$ cat src/rtl/tcb_arbiter.sv
// tcb_arbiter: round-robin arbiter sharing one fixed-delay TCB subordinate among MN managers,
// with grant lock through stalls and index tracking to route delayed responses.
module tcb_arbiter #(
    parameter int MN  = 2,
    parameter int AW  = 32,
    parameter int DW  = 32,
    parameter int DLY = 1
) (
    input  logic                   clk,
    input  logic                   rst,
    input  logic [MN-1:0]          sub_vld,
    input  logic [MN-1:0]          sub_wen,
    input  logic [MN-1:0][AW-1:0]  sub_adr,
    input  logic [MN-1:0][DW-1:0]  sub_wdt,
    output logic [MN-1:0]          sub_rdy,
    output logic [MN-1:0][DW-1:0]  sub_rdt,
    output logic [MN-1:0]          sub_err,
    output logic                   man_vld,
    output logic                   man_wen,
    output logic [AW-1:0]          man_adr,
    output logic [DW-1:0]          man_wdt,
    input  logic                   man_rdy,
    input  logic [DW-1:0]          man_rdt,
    input  logic                   man_err
);
    localparam int IW = $clog2(MN);

    if (MN < 2 || DLY < 1) begin : g_chk
        $error("tcb_arbiter: MN must be >= 2 and DLY >= 1");
    end

    typedef enum logic {ARB, LOCK} state_t;

    state_t                     state, state_nxt;
    logic [IW-1:0]              ptr, lck, gnt_idx;
    logic [MN-1:0]              gnt;
    logic                       locked, found, xfer;
    logic [DLY-1:0]             trk_vld;
    logic [DLY-1:0][IW-1:0]     trk_idx;

    // The lock only holds while its manager keeps requesting; a dropped vld falls back to arbitration.
    assign locked  = (state == LOCK) && sub_vld[lck];
    assign man_vld = |sub_vld;
    assign xfer    = man_vld & man_rdy;

    always_comb begin
        gnt_idx = '0;
        found   = 1'b0;
        for (int k = 0; k < MN; k++) begin
            if (!found && sub_vld[(int'(ptr) + k) % MN]) begin
                gnt_idx = IW'((int'(ptr) + k) % MN);
                found   = 1'b1;
            end
        end
        if (locked) gnt_idx = lck;
    end

    assign gnt     = man_vld ? ({{(MN-1){1'b0}}, 1'b1} << gnt_idx) : '0;
    assign sub_rdy = {MN{man_rdy}} & gnt;
    assign man_wen = man_vld & sub_wen[gnt_idx];
    assign man_adr = man_vld ? sub_adr[gnt_idx] : '0;
    assign man_wdt = man_vld ? sub_wdt[gnt_idx] : '0;

    always_comb begin
        state_nxt = state;
        state_nxt = (man_vld && !man_rdy) ? LOCK : ARB;
    end

    always_ff @(posedge clk or posedge rst) begin
        if (rst) begin
            state   <= ARB;
            ptr     <= '0;
            lck     <= '0;
            trk_vld <= '0;
            trk_idx <= '0;
        end else begin
            state <= state_nxt;
            if (man_vld && !man_rdy) lck <= gnt_idx;
            if (xfer) ptr <= (int'(gnt_idx) == MN-1) ? '0 : gnt_idx + 1'b1;
            trk_vld[0] <= xfer;
            trk_idx[0] <= gnt_idx;
            for (int s = DLY-1; s > 0; s--) begin
                trk_vld[s] <= trk_vld[s-1];
                trk_idx[s] <= trk_idx[s-1];
            end
        end
    end

    always_comb begin
        sub_rdt = '0;
        sub_err = '0;
        for (int i = 0; i < MN; i++) begin
            if (trk_vld[DLY-1] && trk_idx[DLY-1] == IW'(i)) begin
                sub_rdt[i] = man_rdt;
                sub_err[i] = man_err;
            end
        end
    end
endmodule

$ cat config.mk
export PLATFORM = sky130hd
export DESIGN_NAME = tcb_arbiter
export DESIGN_NICKNAME = d
export VERILOG_FILES = /design/src/rtl/tcb_arbiter.sv
export SDC_FILE = /design/constraint.sdc
export NUM_CORES = 1
export LEC_CHECK = 0
export ABC_AREA = 1
export BUFFER_PORTS_ARGS = -buffer_cell sky130_fd_sc_hd__buf_4
export CAP_MARGIN = 5
export CORE_AREA = 3 3 116 118
export CTS_CLUSTER_DIAMETER = 30
export DETAILED_ROUTE_END_ITERATION = 16
export DIE_AREA = 0 0 119 121
export PLACE_DENSITY = 0.54
export RECOVER_POWER = 100
export SLEW_MARGIN = 20
export SYNTH_ARGS = -nofsm -noshare
export SYNTH_HDL_FRONTEND = slang
export SYNTH_SLANG_ARGS = --single-unit
export TNS_END_PERCENT = 10
$ cat constraint.sdc
create_clock -name clk -period 1.3 [get_ports clk]
set_clock_uncertainty 0.15 [all_clocks]
set_input_delay 0.065 -clock clk [delete_from_list [all_inputs] [get_ports clk]]
set_output_delay 0.065 -clock clk [all_outputs]
set_load 0.02 [all_outputs]
==> results of run 1 <==
kinds of logic (layout without fill, tap and decap cells):
group,count (synthesis),in the layout,synth area share
compound gates,2,2,0.00603
buf+inv,74,363,0.194
flops,5,5,0.0754
simple gates,274,274,0.724
flip-flops by register name, summed over array words and instances, names as in the netlist:
name / count
trk_vld: 1
ptr: 1
trk_idx: 1
lck: 1
state: 1
per-stage QoR:
step	std cells	setup TNS (ns)	power, mW
2_1_floorplan	355	-1.15	1.13
3_3_place_gp	805	-12.03	2.16
3_5_place_dp	805	-12.18	2.18
4_1_cts	813	-27.43	2.74
5_1_grt	816	-35.54	2.96
6_report	816	-25.88	2.78
worst min path at each step:
stage	from	end	slack, ns	cells past startpoint
after detailed placement	rst	trk_vld	-0.16	2
after global placement	rst	trk_idx	-0.17	2
after CTS	man_rdy	ptr	0.06	4
final	man_rdy	ptr	0.08	4
after global routing	man_rdy	ptr	0.1	4
after floorplan	rst	lck	-0.31	1
report_power, final:
group	internal, mW	total (mW)	leakage [nW]	switching [mW]
Combinational	0.988	2.09	2.57	1.10
Clock	0.407	0.511	0.0382	0.104
Sequential	0.172	0.182	0.0602	0.00985
Total	1.57	2.78	2.67	1.21
layout by cell type (no fill, tap or decap), drive strengths merged:
cell type    netlist  routed
nand3            131     131
o21ai              2       2
nand2             70      70
clkbuf             9      10
dfrtp              5       5
dlygate4sd3        0       3
nor2              73      73
inv               40      40
buf               25     310
worst max-delay path: stages (launching register included):
cell and delay, ns:
dfrtp_1 0.37, inv_1 0.07, nand2_2 0.06, nand3_4 0.10, buf_12 0.24, nand3_1 0.16, nand2_1 0.10, buf_4 0.14
timing repair:
item,CTS,global route
gates resized for setup,8,10
cloned,1,3
endpoints found under the hold margin,7,0
pin swaps,0,0
setup endpoints to repair,133,136
hold buffers,3,0
cell type report:
| type | count | area (µm²) |
|---|---|---|
| Fill cell | 1340 | 8160 |
| Timing Repair Buffer | 319 | 2560 |
| Multi-Input combinational cell | 276 | 1270 |
| Tap cell | 172 | 215 |
| Inverter | 40 | 150 |
| Sequential cell | 5 | 125 |
| Clock buffer | 4 | 78.8 |
metal layers:
metal,up-vias,wire [µm]
met3,16,1060
met2,201,6240
met4,0,265
li1,1703,-
met5,-,0
met1,1539,4340
==> impl_metrics.env, run 1 <==
export IMPL_seq_area_frac_synth=0.0754
export IMPL_grt_pass1_wl_mm=16.9
export IMPL_setup_violations=134
export IMPL_area_growth_pct=165
export IMPL_synth_edf_count=0
export IMPL_clk_latency_ns=0.23
export IMPL_port_buffers=301
export IMPL_fp_dieArea_um2=14400
export IMPL_drive_gt1_frac=0.523
export IMPL_synth_fp_nets=523
export IMPL_min_period_over_period=1.31
export IMPL_crit_required_ns=1.09
export IMPL_clockBufferDepth=2
export IMPL_synth_warnings=0
export IMPL_critPathLaunchType="flip-flop"
export IMPL_synthArstFlopShare=1.00
export IMPL_syn_area_um2=1660
export IMPL_met3_usage=0.0350
export IMPL_synth_most_common_cell="nand3_1"
export IMPL_cts_tree="built"
export IMPL_setup_ws_ns=-0.398
export IMPL_synth_common_cells="nand3_1 (130), nor2_1 (72), nand2_1 (69), inv_1 (39), buf_2 (21)"
export IMPL_outcome="finished, violations left"
export IMPL_synth_seq_cells=5
export IMPL_cts_buffers=3
export IMPL_relSlewSlack=0.812
export IMPL_core_area_um2=12600
export IMPL_boundaryPins=302
export IMPL_violations="setup timing"
export IMPL_yosysTopAreaCell="nand3_1"
export IMPL_vias_per_cell=4.24
export IMPL_place_area_um2=4130
export IMPL_worst_r2r_cell_count=7
export IMPL_cp_end_kind="primary output"
export IMPL_rsz0062_at_grt="yes"
export IMPL_r2r_end="ptr"
export IMPL_track_usage=0.143
export IMPL_die_y_um=121
export IMPL_layout_nets=813
export IMPL_grt_pass1_vias=3374
export IMPL_slew_violations=0
export IMPL_antenna_found_initial=0
export IMPL_critPathMaxFanout=53
export IMPL_grt_overflow=0
export IMPL_cap_violations=0
export IMPL_firstDrtPassIters=4
export IMPL_finalWirelength_mm=11.9
export IMPL_antenna_cells=0
export IMPL_power_leakage_nw=2.67
export IMPL_start_util=0.132
export IMPL_fmax_mhz=589
export IMPL_whs_ns=0.0769
export IMPL_rows=41
export IMPL_cp_startpoint="state"
export IMPL_grt_max_degree=62
export IMPL_syn_area_per_cell_um2=4.68
export IMPL_place_ws_ns=-0.222
export IMPL_grt_busiest_layer="met2"
export IMPL_finalInstanceArea_um2=4410
export IMPL_worst_ir_drop_vdd_v=0.000356
export IMPL_cts_root_buffer="clkbuf_16"
export IMPL_clk_pin_slew_ns=0.03
export IMPL_cp_arrival_ns=1.48
export IMPL_synthCells=355
export IMPL_dp_hpwl_mm=9.39
export IMPL_utilization=0.351
export IMPL_worstMarginPinSlew_ns=0.282
export IMPL_r2r_start="state"
export IMPL_gp_congestion=0.834
export IMPL_reg2reg_setup_slack_ns=0
export IMPL_die_x_um=119
export IMPL_postCtsSetupRepairBufs=0
export IMPL_synth_main_ff_cell="dfrtp_1"
export IMPL_period_needed_ns=1.70
export IMPL_crit_type="reg -> out"
export IMPL_drtAntennaViolNets=0
export IMPL_final_hold_violation_count=0
export IMPL_cts_max_level=1
export IMPL_synth_top_area_share=0.392
export IMPL_synthTopCellsByArea="nand3_1 (39%), nor2_1 (16%), nand2_1 (16%)"
export IMPL_ys_types=14
export IMPL_endpoint="man_adr[0]"
export IMPL_grtUsageMet2=0.275
export IMPL_gr_usage_met1=0.155
export IMPL_numClockSinks=5
export IMPL_vias=3459
export IMPL_hold_class="in -> reg"
export IMPL_powerDensity_nw_per_um2=631
export IMPL_wire_per_inst_um=14.6
export IMPL_drt_iter0_drc=119
export IMPL_drc=0
Power figures use the tool's default switching activity.
==> run 2: changes to the inputs <==
--- a/config.mk
+++ b/config.mk
@@ -10,7 +10,9 @@
 export CAP_MARGIN = 5
-export CORE_AREA = 3 3 116 118
+export CELL_PAD_IN_SITES_DETAIL_PLACEMENT = 1
+export CELL_PAD_IN_SITES_GLOBAL_PLACEMENT = 2
+export CORE_MARGIN = 3
+export CORE_UTILIZATION = 10
 export CTS_CLUSTER_DIAMETER = 30
 export DETAILED_ROUTE_END_ITERATION = 16
-export DIE_AREA = 0 0 119 121
-export PLACE_DENSITY = 0.54
+export PLACE_DENSITY = 0.95
 export RECOVER_POWER = 100
==> constraint.sdc (replaced) <==
create_clock -name clk -period 1.3 [get_ports clk]
set_clock_uncertainty 0.15 [all_clocks]
set_input_delay 0 -clock clk [delete_from_list [all_inputs] [get_ports clk]]
set_output_delay 0 -clock clk [all_outputs]
set_load 0.02 [all_outputs]
==> run 2 against run 1 <==
The run still ends with setup timing left. Sequential share of layout area down 0.096 points. Die area grew 26%. Register-to-register slack worse by 0.17 ns. Largest power group unchanged. Via count is 1.7% higher. Setup slack got worse by 0.023 ns. Total power is 3.0% higher. Maximum frequency is 1.3% lower.
==> impl_metrics.env, run 2 (synthesized netlist as in run 1, its figures left out) <==
export IMPL_r2r_end="ptr"
export IMPL_setup_violations=103
export IMPL_vias=3517
export IMPL_antenna_found_initial=1
export IMPL_reg2reg_setup_slack_ns=-0.17
export IMPL_grt_pass1_vias=3634
export IMPL_clk_latency_ns=0.23
export IMPL_critPathMaxFanout=11
export IMPL_wire_per_inst_um=15.3
export IMPL_cp_slowest_cell="dfrtp_1"
export IMPL_hold_depth=4
export IMPL_switching_share=0.437
export IMPL_hp_start="sub_vld[0]"
export IMPL_clkPwrFrac=0.180
export IMPL_p_sw_mw=1.25
export IMPL_finalWirelength_mm=13.2
export IMPL_fp_dieArea_um2=18200
export IMPL_final_hold_violation_count=0
export IMPL_grt_max_degree=66
export IMPL_seqCellArea_um2=125
export IMPL_place_ws_ns=-0.158
export IMPL_port_buffers=301
export IMPL_layout_nets=815
export IMPL_final_common_cell="buf_4"
export IMPL_start_util=0.103
export IMPL_cp_end_kind="primary output"
export IMPL_crit_buf_inv=2
export IMPL_grt_pass1_wl_mm=18.6
export IMPL_drt_iter0_drc=54
export IMPL_crit_chain="nand2_1, nand3_4, nand2_8, clkbuf_16, nand3_1, nand2_1, buf_4"
export IMPL_drive_gt1_frac=0.528
export IMPL_violations="setup timing"
export IMPL_antenna_cells=0
export IMPL_core_area_um2=16100
export IMPL_vias_per_cell=4.08
export IMPL_cpPeakStageDelay_ns=0.39
export IMPL_setup_ws_ns=-0.421
export IMPL_cts_tree="built"
export IMPL_worst_r2r_cell_count=7
export IMPL_r2r_start="state"
export IMPL_final_cells=862
export IMPL_area_growth_pct=175
export IMPL_die_y_um=135
export IMPL_dp_hpwl_mm=9.75
export IMPL_boundaryPins=302
export IMPL_fmax_mhz=581
export IMPL_cap_violations=0
export IMPL_cpMostUsedCell="nand2_1"
export IMPL_worstMarginPinSlew_ns=0.308
export IMPL_outcome="finished, violations left"
export IMPL_track_usage=0.125
export IMPL_seqPwrFrac=0.064
export IMPL_clk_pin_slew_ns=0.03
export IMPL_whs_ns=0.0443
export IMPL_drc=0
export IMPL_final_cell_mix="buf_4 (292), nand3_1 (129), nand2_1 (67)"
export IMPL_place_inst=849
export IMPL_drtAntennaViolNets=0
export IMPL_critPathLaunchType="flip-flop"
export IMPL_grt_overflow=0
export IMPL_numClockSinks=5
export IMPL_crit_type="reg -> out"
export IMPL_hold_class="in -> reg"
export IMPL_min_period_over_period=1.32
export IMPL_gp_congestion=0.699
export IMPL_rsz0062_at_grt="yes"
export IMPL_cts_max_level=1
export IMPL_cp_top_family="simple AND/OR/NAND/NOR gates"
export IMPL_powerDensity_nw_per_um2=628
export IMPL_cts_root_buffer="clkbuf_16"
export IMPL_power_leakage_nw=2.71
export IMPL_slew_violations=0
export IMPL_worst_ir_drop_vdd_v=0.000287
export IMPL_clockBufferDepth=2
export IMPL_crit_required_ns=1.15
export IMPL_firstDrtPassIters=4
export IMPL_power_mw=2.86
export IMPL_multi_input_area_um2=1270
export IMPL_p_int_mw=1.61
export IMPL_period_needed_ns=1.72
export IMPL_cp_arrival_ns=1.57
export IMPL_min_to="state"
export IMPL_relSlewSlack=0.794
export IMPL_n_fill_cell=2044
export IMPL_cts_buffers=3
export IMPL_rows=46
export IMPL_die_x_um=135
export IMPL_pwr_share_comb=0.756
## run 2: changes by cell type in the layout (fill, tap and decap cells not counted), sizes merged
cell         delta
clkbuf          -1
dlygate4sd3     -1
buf             +4
## run 2: per-stage QoR
| step | utilization | cell area [µm²] | setup TNS [ns] |
|---|---|---|---|
| 2_1_floorplan | - | 1660 | 0 |
| 3_3_place_gp | 0.262 | 4200 | -3.94 |
| 3_5_place_dp | 0.262 | 4200 | -7.43 |
| 4_1_cts | 0.273 | 4390 | -24.68 |
| 5_1_grt | 0.284 | 4560 | -35.92 |
| 6_report | 0.284 | 4560 | -27.23 |
## run 2: worst min-delay path: stages
cell,delay (ns)
buf_4,0.11
nor2_2,0.04
buf_4,0.13
nor2_1,0.09
## run 2: routing by layer
metal	vias up	GRT usage	part of all wire
li1	1712	-	-
met1	1598	0.130	0.36
met2	191	0.246	0.52
met3	14	0.0406	0.11
met4	2	0.0198	0.012
met5	-	0	0.00099
## run 2: repair_timing
action,CTS,global route
pin swaps,3,2
hold endpoints to repair,8,0
setup buffers,0,2
cloned,2,3
resized for setup,10,21
setup endpoints to repair,94,136
hold buffers,2,0
## run 2: area by class of cell
type | instances | area share
Timing Repair Buffer | 321 | 0.584
Multi-Input combinational cell | 276 | 0.279
Tap cell | 216 | 0.0593
Inverter | 40 | 0.0329
Sequential cell | 5 | 0.0274
Clock buffer | 4 | 0.0173
## run 2: worst max path at each step
stage / start / to / cells past startpoint
detailed placement: state / man_wdt[9] / 7
floorplan: state / ptr / 7
global route: state / man_adr[3] / 8
CTS: state / man_wdt[7] / 7
global placement: state / man_wdt[9] / 7
finish: state / man_wdt[11] / 7
## run 2: power by group through the flow
stage / Sequential [mW] / Combinational, mW / Clock, mW
final: 0.182 / 2.17 / 0.516
after global routing: 0.185 / 2.34 / 0.525
after CTS: 0.181 / 2.09 / 0.515
after detailed placement: 0.181 / 2.01 / 0
after global placement: 0.180 / 1.99 / 0
after floorplan: 0.179 / 0.945 / 0
